**src/rtl/uart_tx_cfg.sv**
```systemverilog
// uart_tx_cfg: configurable UART transmitter (5-9 data bits, none/odd/even parity, 1-2 stop bits) with valid/ready input
// Ports: sys_clk, sys_rst_n (async, active-low); in_data/in_valid/in_ready character handshake;
//        tx serial line (idles high); busy frame in progress; tx_done pulse in final stop-bit cycle.
// Define UART_TX_FIFO_EN to place a FIFO_DEPTH-entry FIFO ahead of the serialiser.
module uart_tx_cfg #(
  parameter int CLK_FREQ   = 25_000_000,
  parameter int UART_BPS   = 921600,
  parameter int DATA_BITS  = 8,
  parameter int PARITY     = 0,
  parameter int STOP_BITS  = 1,
  parameter int FIFO_DEPTH = 16
) (
  input  logic                 sys_clk,
  input  logic                 sys_rst_n,
  input  logic [DATA_BITS-1:0] in_data,
  input  logic                 in_valid,
  output logic                 in_ready,
  output logic                 tx,
  output logic                 busy,
  output logic                 tx_done
);
  localparam int BPS_CNT = CLK_FREQ / UART_BPS;
  localparam int CW = $clog2(BPS_CNT);
  localparam int BW = $clog2(DATA_BITS);
  localparam logic [CW-1:0] CNT_LAST = CW'(BPS_CNT - 1);
  localparam logic [CW-1:0] CNT_PRE = CW'(BPS_CNT - 2);
  localparam logic [BW-1:0] BIT_LAST = BW'(DATA_BITS - 1);
  localparam logic [BW-1:0] STOP_LAST = BW'(STOP_BITS - 1);
  if (BPS_CNT < 4 || DATA_BITS < 5 || DATA_BITS > 9 || PARITY < 0 || PARITY > 2 ||
      (STOP_BITS != 1 && STOP_BITS != 2) || FIFO_DEPTH < 2 || (FIFO_DEPTH & (FIFO_DEPTH - 1)) != 0) begin : g_bad_param
    $error("uart_tx_cfg: illegal parameter combination");
  end
  typedef enum logic [2:0] {IDLE, START, DATA, PAR, STOP} state_t;
  state_t state;
  logic [CW-1:0] cnt;
  logic [BW-1:0] bit_idx;
  logic [DATA_BITS-1:0] shreg;
  logic par_bit;
  logic take;
  logic [DATA_BITS-1:0] src;
  logic baud_end;
  assign baud_end = cnt == CNT_LAST;
`ifdef UART_TX_FIFO_EN
  localparam int AW = $clog2(FIFO_DEPTH);
  logic [DATA_BITS-1:0] mem [FIFO_DEPTH];
  logic [AW-1:0] wr_ptr, rd_ptr;
  logic [AW:0] count;
  logic full, empty, wr;
  assign full = count == (AW+1)'(FIFO_DEPTH);
  assign empty = count == '0;
  assign in_ready = !full;
  assign wr = in_valid && in_ready;
  assign take = state == IDLE && !empty;
  assign src = mem[rd_ptr];
  assign busy = state != IDLE || !empty;
  always_ff @(posedge sys_clk or negedge sys_rst_n)
    if (!sys_rst_n) begin
      wr_ptr <= '0;
      rd_ptr <= '0;
      count <= '0;
    end else begin
      wr_ptr <= wr ? wr_ptr + 1'b1 : wr_ptr;
      rd_ptr <= take ? rd_ptr + 1'b1 : rd_ptr;
      count <= count + (AW+1)'(wr) - (AW+1)'(take);
    end
  always_ff @(posedge sys_clk)
    if (wr) mem[wr_ptr] <= in_data;
`else
  assign in_ready = state == IDLE;
  assign take = in_valid && in_ready;
  assign src = in_data;
  assign busy = state != IDLE;
`endif
  always_ff @(posedge sys_clk or negedge sys_rst_n)
    if (!sys_rst_n) begin
      state <= IDLE;
      cnt <= '0;
      bit_idx <= '0;
      shreg <= '0;
      par_bit <= 1'b0;
      tx <= 1'b1;
      tx_done <= 1'b0;
    end else begin
      tx_done <= 1'b0;
      cnt <= (state == IDLE || baud_end) ? '0 : cnt + 1'b1;
      case (state)
        IDLE: if (take) begin
          state <= START;
          tx <= 1'b0;
          shreg <= src;
          par_bit <= ^src ^ (PARITY == 1);
          bit_idx <= '0;
        end
        START: if (baud_end) begin
          state <= DATA;
          tx <= shreg[0];
        end
        DATA: if (baud_end) begin
          if (bit_idx == BIT_LAST) begin
            state <= PARITY != 0 ? PAR : STOP;
            tx <= PARITY != 0 ? par_bit : 1'b1;
            bit_idx <= '0;
          end else begin
            bit_idx <= bit_idx + 1'b1;
            shreg <= shreg >> 1;
            tx <= shreg[1];
          end
        end
        PAR: if (baud_end) begin
          state <= STOP;
          tx <= 1'b1;
        end
        STOP: begin
          // registered pulse: raise one cycle early so it is high in the final stop cycle
          if (cnt == CNT_PRE && bit_idx == STOP_LAST) tx_done <= 1'b1;
          if (baud_end) begin
            state <= bit_idx == STOP_LAST ? IDLE : STOP;
            bit_idx <= bit_idx == STOP_LAST ? '0 : bit_idx + 1'b1;
          end
        end
        default: state <= IDLE;
      endcase
    end
endmodule
```
**config.mk**
```make
export PLATFORM = sky130hd
export DESIGN_NAME = uart_tx_cfg
export DESIGN_NICKNAME = d
export VERILOG_FILES = /design/src/rtl/uart_tx_cfg.sv
export SDC_FILE = /design/constraint.sdc
export NUM_CORES = 1
export LEC_CHECK = 0
export CAP_MARGIN = 10
export CORE_MARGIN = 5
export CORE_UTILIZATION = 63
export CTS_CLUSTER_SIZE = 25
export DETAILED_ROUTE_END_ITERATION = 10
export DONT_BUFFER_PORTS = 1
export GPL_TIMING_DRIVEN = 0
export PLACE_DENSITY_LB_ADDON = 0.08
export REMOVE_ABC_BUFFERS = 1
export SLEW_MARGIN = 20
export SYNTH_ARGS = -nofsm -noshare
export SYNTH_HDL_FRONTEND = slang
export SYNTH_SLANG_ARGS = --single-unit
```
**constraint.sdc**
```tcl
create_clock -name sys_clk -period 5.2 [get_ports sys_clk]
set_clock_uncertainty 0.15 [all_clocks]
set_input_delay 0.52 -clock sys_clk [delete_from_list [all_inputs] [get_ports sys_clk]]
set_output_delay 0.52 -clock sys_clk [all_outputs]
set_load 0.005 [all_outputs]
```
==> flow_summary.yaml <==
grt:
  first_global_vias: 834
  overflow: 0
  grt.total_usage: 0.172
  grt_start_max_net_pins: 22
  number_of_antenna_violations_at_the_first_check_in_global_routing: 0
  grt_first_pass_wirelength_um: 3640
sta:
  worst-slew-pin-transition_ps: 921
  drv_slew: 0
  rsz0062_at_grt: "no"
  max_slew_headroom: 0.384
  layout_worst_path_cycle_share: 0.429
  achievable-frequency_mhz: 448
  period_needed_ps: 2230
  worst_hold_slack_ps: 306
  setup_viol: 0
  setup_tns_ps: 0
  fin_ws_ps: 2970
  timing_hold_violations_final: 0
worst_setup_path:
  reg2regPathDepth: 3
  worst_r2r_startpoint: "state[1]$_DFFE_PN0P_"
  timing.setup.critical_path_class: "reg -> reg"
  setup.worst_path.end: "shreg[5]$_DFFE_PN0P_"
  cp.arrival_ps: 2280
  worst_ep_required_time_ps: 5250
  timing.reg2reg.setup_slack_ps: 2970
  startpoint_type: "register"
  timing.critical_path.to_type: "register"
  endpoint_of_the_lowest_slack_register_to_register_path: "shreg[5]$_DFFE_PN0P_"
  setup.worst_path.start: "state[1]$_DFFE_PN0P_"
  crit_fanout: 13
pwr:
  power_uw: 245
  power-per-cell-area_nw_per_um2: 188
  worst_supply_voltage_drop_on_vdd_v: 0.000202
  power.static_leakage_nw: 0.633
route:
  via_count: 783
  drt-wirelength-per-cell_um: 14.8
  drtPass1Iterations: 4
  route.antenna.remaining_nets: 0
  detail_route.wirelength_um: 2080
  drt_iter0_markers: 11
  detail_route.drc_violations: 0
  detail_route.vias_per_cell: 5.59
clocking:
  clock_sink_count: 21
  clk_latency_ps: 300
  postCtsHoldBufs: 1
  ctsLongestPathBuffers: 2
  cts_tree: "done"
  numCtsBuffers: 3
  cts_setup_buffers: 0
  ctsRootBufferMaster: "clkbuf_4"
  gates_resized_cts_repair: 0
  htree_num_levels: 1
  cts.clk_slew.worst_paths_ps: 110
yosys:
  synth-edff-count: 0
  synthesis.instances: 112
  synth_top_cells_by_area: "dfrtp_1 39%, mux2_4 9.4%, mux2_2 7.0%, ha_1 5.9%, a21oi_1 3.5%"
  syn-cell-area_um2: 1280
  ys_async_sr_fraction: 1.00
  count_of_state_elements_after_synthesis: 21
  yosysWarningCount: 0
  yosys_most_used_dff: "dfrtp_1"
  seq_area_frac_synth: 0.412
  synth_largest_type_area_fraction: 0.391
  synth.lib_cells_used.distinct: 32
  synth.avg_cell_area_um2: 11.4
  yosys.area.top_type: "dfrtp_1"
floorplanning:
  die_w_um: 55.1
  core_um2: 1940
  floorplan.io_pins: 15
  die-area_um2: 3030
  rows: 16
  dieHeight_um: 55.1
  initial_core_util: 0.659
run:
  timing.max_cap.violations: 0
min_path:
  origin_of_the_worst_min_delay_path: "in_valid"
  hold_path.class: "in -> reg"
placed_design:
  detailedPlace.worstSlack_ps: 2960
  numPortBuffers: 0
  place.detailed.hpwl_um: 1510
  gp_congestion: 0.773
final_layout:
  flow.area_growth_from_synthesis_pct: 2.25
  net_total_in_the_final_layout: 131
  final_layout_size_suffix_gt1_frac: 0.248
  num_antenna_cells: 0
run_status:
  run_status: "finished clean"
synthesized netlist by cell type (2+ instances only):
cell and count:
mux2_2 8, dfrtp_1 20, and4b_2 2, nor2b_1 2, nor3_1 2, nand2_1 6, buf_6 3, nor3b_4 2
o21ai_0 4, inv_1 6, mux2_4 8, o31a_1 2, xor2_1 2, a21oi_1 9, nand3_1 2, ha_1 6
nand2b_1 4, nor2_1 10
logic make-up after synthesis:
| family | Yosys count | synth area share |
|---|---|---|
| compound gates | 20 | 0.0998 |
| xor+xnor | 3 | 0.0206 |
| fa+ha+maj | 6 | 0.0587 |
| buf+inv | 10 | 0.0499 |
| flops | 21 | 0.412 |
| mux | 17 | 0.172 |
| simple gates | 35 | 0.187 |
through the flow:
stage | area, um^2 | std cells | utilization
6_report | 1310 | 140 | 0.673
5_1_grt | 1310 | 140 | 0.673
4_1_cts | 1310 | 140 | 0.673
3_5_place_dp | 1270 | 135 | 0.655
3_3_place_gp | 1270 | 135 | 0.655
2_1_floorplan | 1240 | 108 | -
registers in the layout, indices dropped and copies added (netlist names):
name     cells
bit_idx      3
tx           1
tx_done      1
state        3
shreg        8
cnt          5
cell type report:
| cell class | instances | area [um^2] |
|---|---|---|
| timing repair buffer | 1 | 10.0 |
| sequential | 21 | 527 |
| multi-input combinational | 81 | 688 |
| fill | 160 | 634 |
| clock buffer | 4 | 26.3 |
| tap | 27 | 33.8 |
| inverter | 6 | 22.5 |
placed cells by master, fill, tap and decap left out, types with 3 or more instances in the layout:
cell / synthesis / final
dfrtp_1: 20 / 20
nor2_1: 10 / 10
a21oi_1: 9 / 9
mux2_2: 8 / 8
mux2_4: 8 / 8
inv_1: 6 / 6
nand2_1: 6 / 6
ha_1: 6 / 6
nand2b_1: 4 / 4
o21ai_0: 4 / 4
clkbuf_4: 0 / 3
worst max-delay path, cell delays in order, from the launching register on:
cell     delay (ps)
dfrtp_1         610
nor3b_2         690
mux2_2          410
mux2_4          260
routing by layer:
| metal | vias to the layer above | global-route usage | part of all wire |
|---|---|---|---|
| li1 | 392 | - | - |
| met1 | 371 | 0.231 | 0.47 |
| met3 | 5 | 0.0349 | 0.043 |
| met5 | - | 0 | 0 |
| met4 | 0 | 0.0972 | 0.022 |
| met2 | 15 | 0.256 | 0.47 |
worst min-delay path by stage:
stage	end	slack, ps	cells past startpoint
floorplan	bit_idx[0]$_DFFE_PN0P_	70	0
finish	state[0]$_DFFE_PN0P_	310	2
global route	state[0]$_DFFE_PN0P_	300	2
CTS	state[0]$_DFFE_PN0P_	290	2
detailed placement	state[2]$_DFFE_PN0P_	80	0
global placement	state[2]$_DFFE_PN0P_	70	0
power breakdown:
| group | leakage, nW | switching, mW | total, mW | internal, mW |
|---|---|---|---|---|
| combinational | 0.353 | 0.00337 | 0.00440 | 0.00103 |
| clock | 0.0150 | 0.0477 | 0.0776 | 0.0299 |
| sequential | 0.264 | 0.000000000422 | 0.163 | 0.163 |
(Power assumes the default switching activity.)
